**src/rtl/vram_sched_pkg.sv**
```systemverilog
`default_nettype none
// +-----------------------------------------------------------------------+
// | vram_sched_pkg : shared types for the frame-buffer RAM scheduler      |
// | Rev 1.0                                                               |
// +-----------------------------------------------------------------------+
package vram_sched_pkg;

    localparam int unsigned NUM_RD_CLIENTS = 2;

    typedef logic [$clog2(NUM_RD_CLIENTS)-1:0] client_idx_t;

    typedef enum logic [1:0] {
        ST_IDLE  = 2'd0,
        ST_CLEAR = 2'd1,
        ST_DONE  = 2'd2
    } clr_state_t;

endpackage
`default_nettype wire

```
**src/rtl/vram_read_arbiter.sv**
```systemverilog
`default_nettype none
// +-----------------------------------------------------------------------+
// | vram_read_arbiter : 2-way read arbiter, fixed priority or round-robin |
// | (VRAM_SCHED_RR_EN). Rev 1.0                                           |
// +-----------------------------------------------------------------------+
module vram_read_arbiter
    import vram_sched_pkg::*;
(
`ifdef VRAM_SCHED_RR_EN
    input  logic        clk,
    input  logic        rst_n,
`endif
    input  logic        req0,
    input  logic        req1,
    output logic        gnt0,
    output logic        gnt1,
    output client_idx_t sel
);

`ifdef VRAM_SCHED_RR_EN
    client_idx_t ptr_q, ptr_d;

    always_comb begin
        gnt0  = req0 & (~req1 | (ptr_q == client_idx_t'(0)));
        gnt1  = req1 & (~req0 | (ptr_q == client_idx_t'(1)));
        ptr_d = ptr_q;
        // The pointer always hands priority to the client that was not just served.
        if (gnt0 | gnt1) begin
            ptr_d = client_idx_t'(gnt0);
        end
    end

    always_ff @(posedge clk or negedge rst_n) begin
        if (!rst_n) begin
            ptr_q <= client_idx_t'(0);
        end else begin
            ptr_q <= ptr_d;
        end
    end
`else
    always_comb begin
        gnt0 = req0;
        gnt1 = req1 & ~req0;
    end
`endif

    assign sel = client_idx_t'(gnt1);

endmodule
`default_nettype wire

```
**src/rtl/vram_scheduler.sv**
```systemverilog
`default_nettype none
// +-----------------------------------------------------------------------+
// | vram_scheduler : shares one dual-port frame-buffer RAM among two read |
// | clients, a writer and a clear sequencer. Option: VRAM_SCHED_RR_EN.    |
// | Rev 1.0                                                               |
// +-----------------------------------------------------------------------+
module vram_scheduler
    import vram_sched_pkg::*;
#(
    parameter int           W           = 8,
    parameter int           L           = 32,
    parameter logic [W-1:0] CLEAR_VALUE = '0,
    localparam int          A           = $clog2(L)
) (
    input  logic         clk,
    input  logic         rst_n,
    input  logic         rd0_req,
    input  logic [A-1:0] rd0_addr,
    output logic         rd0_gnt,
    output logic         rd0_valid,
    input  logic         rd1_req,
    input  logic [A-1:0] rd1_addr,
    output logic         rd1_gnt,
    output logic         rd1_valid,
    output logic [W-1:0] rd_data,
    input  logic         wr_req,
    input  logic [A-1:0] wr_addr,
    input  logic [W-1:0] wr_data,
    output logic         wr_gnt,
    input  logic         clear_start,
    output logic         clear_busy,
    output logic         clear_done,
    output logic [A-1:0] ram_rd_addr,
    input  logic [W-1:0] ram_rd_data,
    output logic         ram_wr_ena,
    output logic [A-1:0] ram_wr_addr,
    output logic [W-1:0] ram_wr_data
);

    localparam logic [A-1:0] LAST_ROW = A'(L - 1);

    logic         gnt0;
    logic         gnt1;
    client_idx_t  rd_sel;
    clr_state_t   state_q, state_d;
    logic [A-1:0] cnt_q, cnt_d;
    logic         rd0_valid_q, rd1_valid_q;

    vram_read_arbiter u_arb (
`ifdef VRAM_SCHED_RR_EN
        .clk   (clk),
        .rst_n (rst_n),
`endif
        .req0  (rd0_req),
        .req1  (rd1_req),
        .gnt0  (gnt0),
        .gnt1  (gnt1),
        .sel   (rd_sel)
    );

    assign rd0_gnt     = gnt0;
    assign rd1_gnt     = gnt1;
    assign ram_rd_addr = (gnt0 | gnt1) ? ((rd_sel == client_idx_t'(1)) ? rd1_addr : rd0_addr)
                                       : '0;
    assign rd_data     = ram_rd_data;
    assign rd0_valid   = rd0_valid_q;
    assign rd1_valid   = rd1_valid_q;
    assign clear_busy  = (state_q != ST_IDLE);

    always_comb begin
        state_d     = state_q;
        cnt_d       = cnt_q;
        wr_gnt      = 1'b0;
        clear_done  = 1'b0;
        ram_wr_ena  = 1'b0;
        ram_wr_addr = wr_addr;
        ram_wr_data = wr_data;
        case (state_q)
            ST_IDLE: begin
                // A client write coinciding with clear_start lands before the clear begins.
                wr_gnt     = wr_req;
                ram_wr_ena = wr_req;
                if (clear_start) begin
                    state_d = ST_CLEAR;
                    cnt_d   = '0;
                end
            end
            ST_CLEAR: begin
                ram_wr_ena  = 1'b1;
                ram_wr_addr = cnt_q;
                ram_wr_data = CLEAR_VALUE;
                if (cnt_q == LAST_ROW) begin
                    state_d = ST_DONE;
                    cnt_d   = '0;
                end else begin
                    cnt_d = cnt_q + A'(1);
                end
            end
            ST_DONE: begin
                clear_done = 1'b1;
                state_d    = ST_IDLE;
            end
            default: begin
                state_d = ST_IDLE;
            end
        endcase
    end

    always_ff @(posedge clk or negedge rst_n) begin
        if (!rst_n) begin
            state_q     <= ST_IDLE;
            cnt_q       <= '0;
            rd0_valid_q <= 1'b0;
            rd1_valid_q <= 1'b0;
        end else begin
            state_q     <= state_d;
            cnt_q       <= cnt_d;
            rd0_valid_q <= gnt0;
            rd1_valid_q <= gnt1;
        end
    end

endmodule
`default_nettype wire

```
**config.mk**
```make
export PLATFORM = sky130hd
export DESIGN_NAME = vram_scheduler
export DESIGN_NICKNAME = d
export VERILOG_FILES = /design/src/rtl/vram_sched_pkg.sv /design/src/rtl/vram_read_arbiter.sv /design/src/rtl/vram_scheduler.sv
export SDC_FILE = /design/constraint.sdc
export NUM_CORES = 1
export LEC_CHECK = 0
export ABC_CLOCK_PERIOD_IN_PS = 5000
export BUFFER_PORTS_ARGS = -buffer_cell sky130_fd_sc_hd__buf_4
export CELL_PAD_IN_SITES_DETAIL_PLACEMENT = 1
export CELL_PAD_IN_SITES_GLOBAL_PLACEMENT = 2
export CORE_UTILIZATION = 16
export CTS_CLUSTER_DIAMETER = 80
export DETAILED_ROUTE_END_ITERATION = 8
export GPL_TIMING_DRIVEN = 0
export MAX_ROUTING_LAYER = met4
export PLACE_DENSITY_LB_ADDON = 0.1
export SETUP_SLACK_MARGIN = 0.15
export SYNTH_ARGS = -nofsm -noshare
export SYNTH_HDL_FRONTEND = slang
export SYNTH_SLANG_ARGS = --single-unit
```
**constraint.sdc**
```tcl
create_clock -name clk -period 5 [get_ports clk]
set_input_delay 0 -clock clk [delete_from_list [all_inputs] [get_ports clk]]
set_output_delay 0 -clock clk [all_outputs]
set_load 0.02 [all_outputs]
```
---- After elaboration in Yosys (flattened, before gate mapping) ----
Cells that the tools add are included.
storage, ports and cells
  input port bits ......................... 37
  output and inout port bits .............. 34
  register bits after elaboration ......... 9
  logic and storage cells ................. 31
cells by class
  add/sub/neg operators ................... 1
  multiplexer cells ....................... 13
  eq/ne operators ......................... 5
  bitwise logic cells ..................... 3
  reduce and logical (&&, ||, !) cells .... 5
operator list
  cell                 number
  $mux 5               5
  $pmux 5 s2           1
  $mux 8               1
  $add 5x1->5 const B  1
  $eq 5x5->1 const B   1
  $mux 2               2
  $ne 2x2->1 const B   2
  $pmux 2 s2           1
  $reduce_and 2->1     2
  $reduce_bool 2->1    2
  $eq 2x1->1 const B   1
  $eq 2x2->1 const B   1
  $logic_not 2->1      1
  $mux 1               2
  $pmux 1 s2           1
  $and 1x1->1          1
  $not 1->1            1
  $or 1x1->1           1

---- Depth between registers and ports, before layout ----
  depth in word-level cells ............... 4
  depth in mapped cells ................... 6
  mapped depth without buffers ............ 6

---- Hierarchy ----
A second synthesis with hierarchy kept.
second synthesis, totals
  cells, all modules ...................... 88
  area, all modules ....................... 690.7 sq um
by module, submodules not included
  module             times used  cells each  sequential area each (sq um)  area each (sq um)
  vram_scheduler     1           85          225.2                         661.9
  vram_read_arbiter  1           3           0.0                           28.8

---- Least setup slack after synthesis ----
Ideal clock, no wire load.
  path type ............................... register -> register
  start ................................... register cnt_q[0]
  end ..................................... register cnt_q[3]
  buffers on the path ..................... 0
  data required time ...................... 4.931 ns
  period minus slack after synthesis ...... 1.722 ns
  path slack .............................. 3.278 ns
  stages on the path, launching flop included .. 7
  library setup time ...................... 0.069 ns
  arrival ................................. 1.653 ns
  cells stage by stage .................... dfrtp_1 > ha_1 > and3_1 > ha_1 > nand2b_1 > or4_1 > nand3_1
between the ends
  word-level cells in the longest chain between the ends .. 3
  elaborated cells between the ends (all ways) .. 4
  classes of those cells .................. 1 x add/sub; 1 x eq/ne; 2 x mux
ends and longest elaborated chain
  what                                       line                                        RTL
  start: declaration                         vram_scheduler.sv:46                        logic [A-1:0] cnt_q, cnt_d;
  start signal: assignment                   vram_scheduler.sv:117                       cnt_q <= cnt_d;
  $add 5x1->5 or $eq 5x5->1 (tied branches)  vram_scheduler.sv:96, vram_scheduler.sv:92
  $mux 5 *                                   vram_scheduler.sv:92                        if (cnt_q == LAST_ROW) begin
  $pmux 5 s2 *                               vram_scheduler.sv:78                        case (state_q)
Every way passes the cells marked *; elsewhere a longest branch is shown, timed or not.
A chain may end at the register's enable or synchronous reset.

---- Final worst setup path ----
Ends and elaborated chain as after synthesis.

==> flow_summary.toml <==
[synth]
synth_edf_count = 0
yosysSeqAreaShare = 0.348
yosys_warnings = 0
async_reset_ff_frac = 1.00
syn_nets = 120
synth_cell_type_count = 22
synthTopCellsByCount = "nand2_1 (18), buf_4 (9), dfrtp_1 (9), and2_1 (8), a22o_1 (7)"
synth_area_leaders = "dfrtp_1 (35%), buf_4 (10%), nand2_1 (10%)"
syn-cell-area_um2 = 647
synth_top_area_share = 0.348
postSynthAreaPerCell_um2 = 7.99
synth_most_common_cell = "nand2_1"
ys_seq_elements = 9
ys.flop_type = "dfrtp_1"
synth_largest_area_cell = "dfrtp_1"
synth_cells = 81

[final_layout]
final_cells = 197
layout-drive-gt1-share = 0.510
n_antenna_cell = 0
syn2layout_area_growth_pct = 91.3
nets = 189

[routing]
ant_nets = 0
routed_wirelength_um = 2150
drt-vias-per-instance = 4.16
dr.pass1.iters = 2
routedWlPerCell_um = 10.9
drc = 0
drt-initial-drc-count = 15
vias = 819

[sta]
tightest_slew_ns = 0.413
maxSlewViolCount = 0
fin_crit_sh = 0.374
fin_skew_ns = 0.000982
hold_viol_final = 0
fin_tns_setup_ns = 0
max_freq_mhz = 535
worst_slew_margin_rel = 0.724
period_minus_slack_ns = 1.87
grt_setup_unrepaired = "false"
setup_violations = 0

[setup_path]
cpMostUsedCell = "ha_1"
reg2reg_to = "cnt_q[3]"
path_max_fanout = 5
cpLargestDelayFamily = "simple AND/OR/NAND/NOR gates"
end_kind = "flip-flop"
cp.buffers_inverters = 0
critPathKind = "reg2reg"
arrival_ns = 2.04
reg2reg_from = "cnt_q[0]"
reg2reg_depth = 6
start_kind = "flip-flop"
critPathMaxStageDelay_ns = 0.48
worstPathRequired_ns = 5.17
cp_slowest_cell = "or4_1"
cp_cell_sequence = "ha_1, and3_1, ha_1, nand2b_1, or4_1, nand3_1"
rrSetupSlack_ns = 3.13

[placed_design]
port_buffers = 62
hpwl_um = 1750
dp_cells = 191
gp_congestion = 0.730

[pwr]
power_frac_comb = 0.549
sw_frac_of_total = 0.405
internal_power_w = 0.000274
power.leakage_nw = 0.667
total_power_w = 0.000461
p_per_area_mw_per_mm2 = 372
seqPwrFrac = 0.270
pwr-share-clk = 0.181
switchingPower_w = 0.000186
ir_drop_v = 0.000136

[min_path]
hp-class = "in2reg"
holdPathStages = 3
hold_start = "clear_start"
hold_end = "state_q[0]"

[grt]
grt-ovfl-total = 0
track_usage = 0.106
antenna_found_initial = 0
grt_pass1_vias = 831
grt_start_max_net_pins = 11
grt_pass1_wl_um = 3440

[cts]
cts-root-buf = "clkbuf_8"
clkLatencyLatePin_ns = 0.23
cts_max_level = 1
cts_buffer_depth = 2
post_cts_resized = 0
tritoncts = "yes"
clkTransAtPathRegs_ns = 0.04
cts_setup_buffers = 0
cts_sinks = 9
cts_inserted_buffers = 3
cts_hold_buf = 2

[floorplan]
design.core.area_mm2 = 0.00377
rows = 22
pin_count = 71
dieArea_mm2 = 0.00430
die_w_um = 65.6
initial_core_util = 0.172
die_y_um = 65.6

[status]
status = "finished clean"

[flow_run]
maxCapViolCount = 0
[through the flow]
step | setup slack, ns | instance area [um2] | util | hold WS [ns]
2_1_floorplan | 3.28 | 647 | - | -0.296
6_report | 3.13 | 1240 | 0.328 | 0.0452
4_1_cts | 3.13 | 1240 | 0.328 | 0.0413
5_1_grt | 3.03 | 1240 | 0.328 | 0.0798
3_5_place_dp | 3.14 | 1170 | 0.311 | -0.168
3_3_place_gp | 3.14 | 1170 | 0.311 | -0.168
[layer usage]
layer / GRT usage / wire length, um
met1: 0.116 / 874
met2: 0.187 / 1100
met5: - / 0
met4: 0.0408 / 23
met3: 0.0243 / 157
[cells in the final DEF, fill, tap and decap left out, drive strengths merged]
cell / synthesis / final
ha: 2 / 2
dlygate4sd3: 0 / 2
o31ai: 1 / 1
nand4: 1 / 1
and3: 1 / 1
dfrtp: 9 / 9
nand2b: 3 / 3
o21ai: 1 / 1
a22o: 7 / 7
inv: 3 / 3
nor2: 4 / 4
nor2b: 3 / 3
clkbuf: 2 / 6
o21bai: 1 / 1
a21oi: 2 / 2
nand3: 2 / 2
nand2: 18 / 18
or4: 1 / 1
buf: 10 / 72
and2: 8 / 8
or2: 1 / 1
nor3b: 1 / 1
[cell families after synthesis]
| logic type | synth area share |
|---|---|
| DFF | 0.348 |
| and+or+nand+nor | 0.331 |
| buffers and inverters | 0.141 |
| adders and majority gates | 0.0387 |
| AOI/OAI and AO/OA | 0.141 |
[power by group through the flow]
stage                     clock network [W]  logic (W)  registers [W]
after detailed placement                  0   0.000256       0.000126
after global placement                    0   0.000250       0.000125
after CTS                         0.0000882   0.000258       0.000125
after global routing              0.0000905   0.000279       0.000130
final                             0.0000834   0.000253       0.000124
after floorplan                           0   0.000150       0.000118
[final cells by class]
type,count,area (um2)
clock buffers,4,45.0
well taps,48,60.1
inverters,3,11.3
flip-flops and latches,9,225
repair buffers,64,485
plain buffers,12,80.1
fillers,477,2530
multi-input cells,57,330
[worst reg2reg max path, cell delays in order (launching register included)]
cell	delay (ns)
dfrtp_1	0.42
ha_1	0.24
and3_1	0.20
ha_1	0.21
nand2b_1	0.18
or4_1	0.48
nand3_1	0.08
[worst max path at each step]
stage / startpoint / endpoint / slack, ns / depth (start not counted)
2_1_floorplan: cnt_q[0] / cnt_q[3] / 3.28 / 6
3_3_place_gp: cnt_q[0] / cnt_q[3] / 3.14 / 6
3_5_place_dp: cnt_q[0] / cnt_q[3] / 3.14 / 6
4_1_cts: cnt_q[0] / cnt_q[3] / 3.13 / 6
5_1_grt: cnt_q[0] / cnt_q[3] / 3.03 / 6
6_report: cnt_q[0] / cnt_q[3] / 3.13 / 6
[state kept, by name, indices dropped and copies added (netlist names)]
name       cells
cnt_q          5
state_q        2
rd1_valid      1
rd0_valid      1
(Power assumes the default switching activity.)
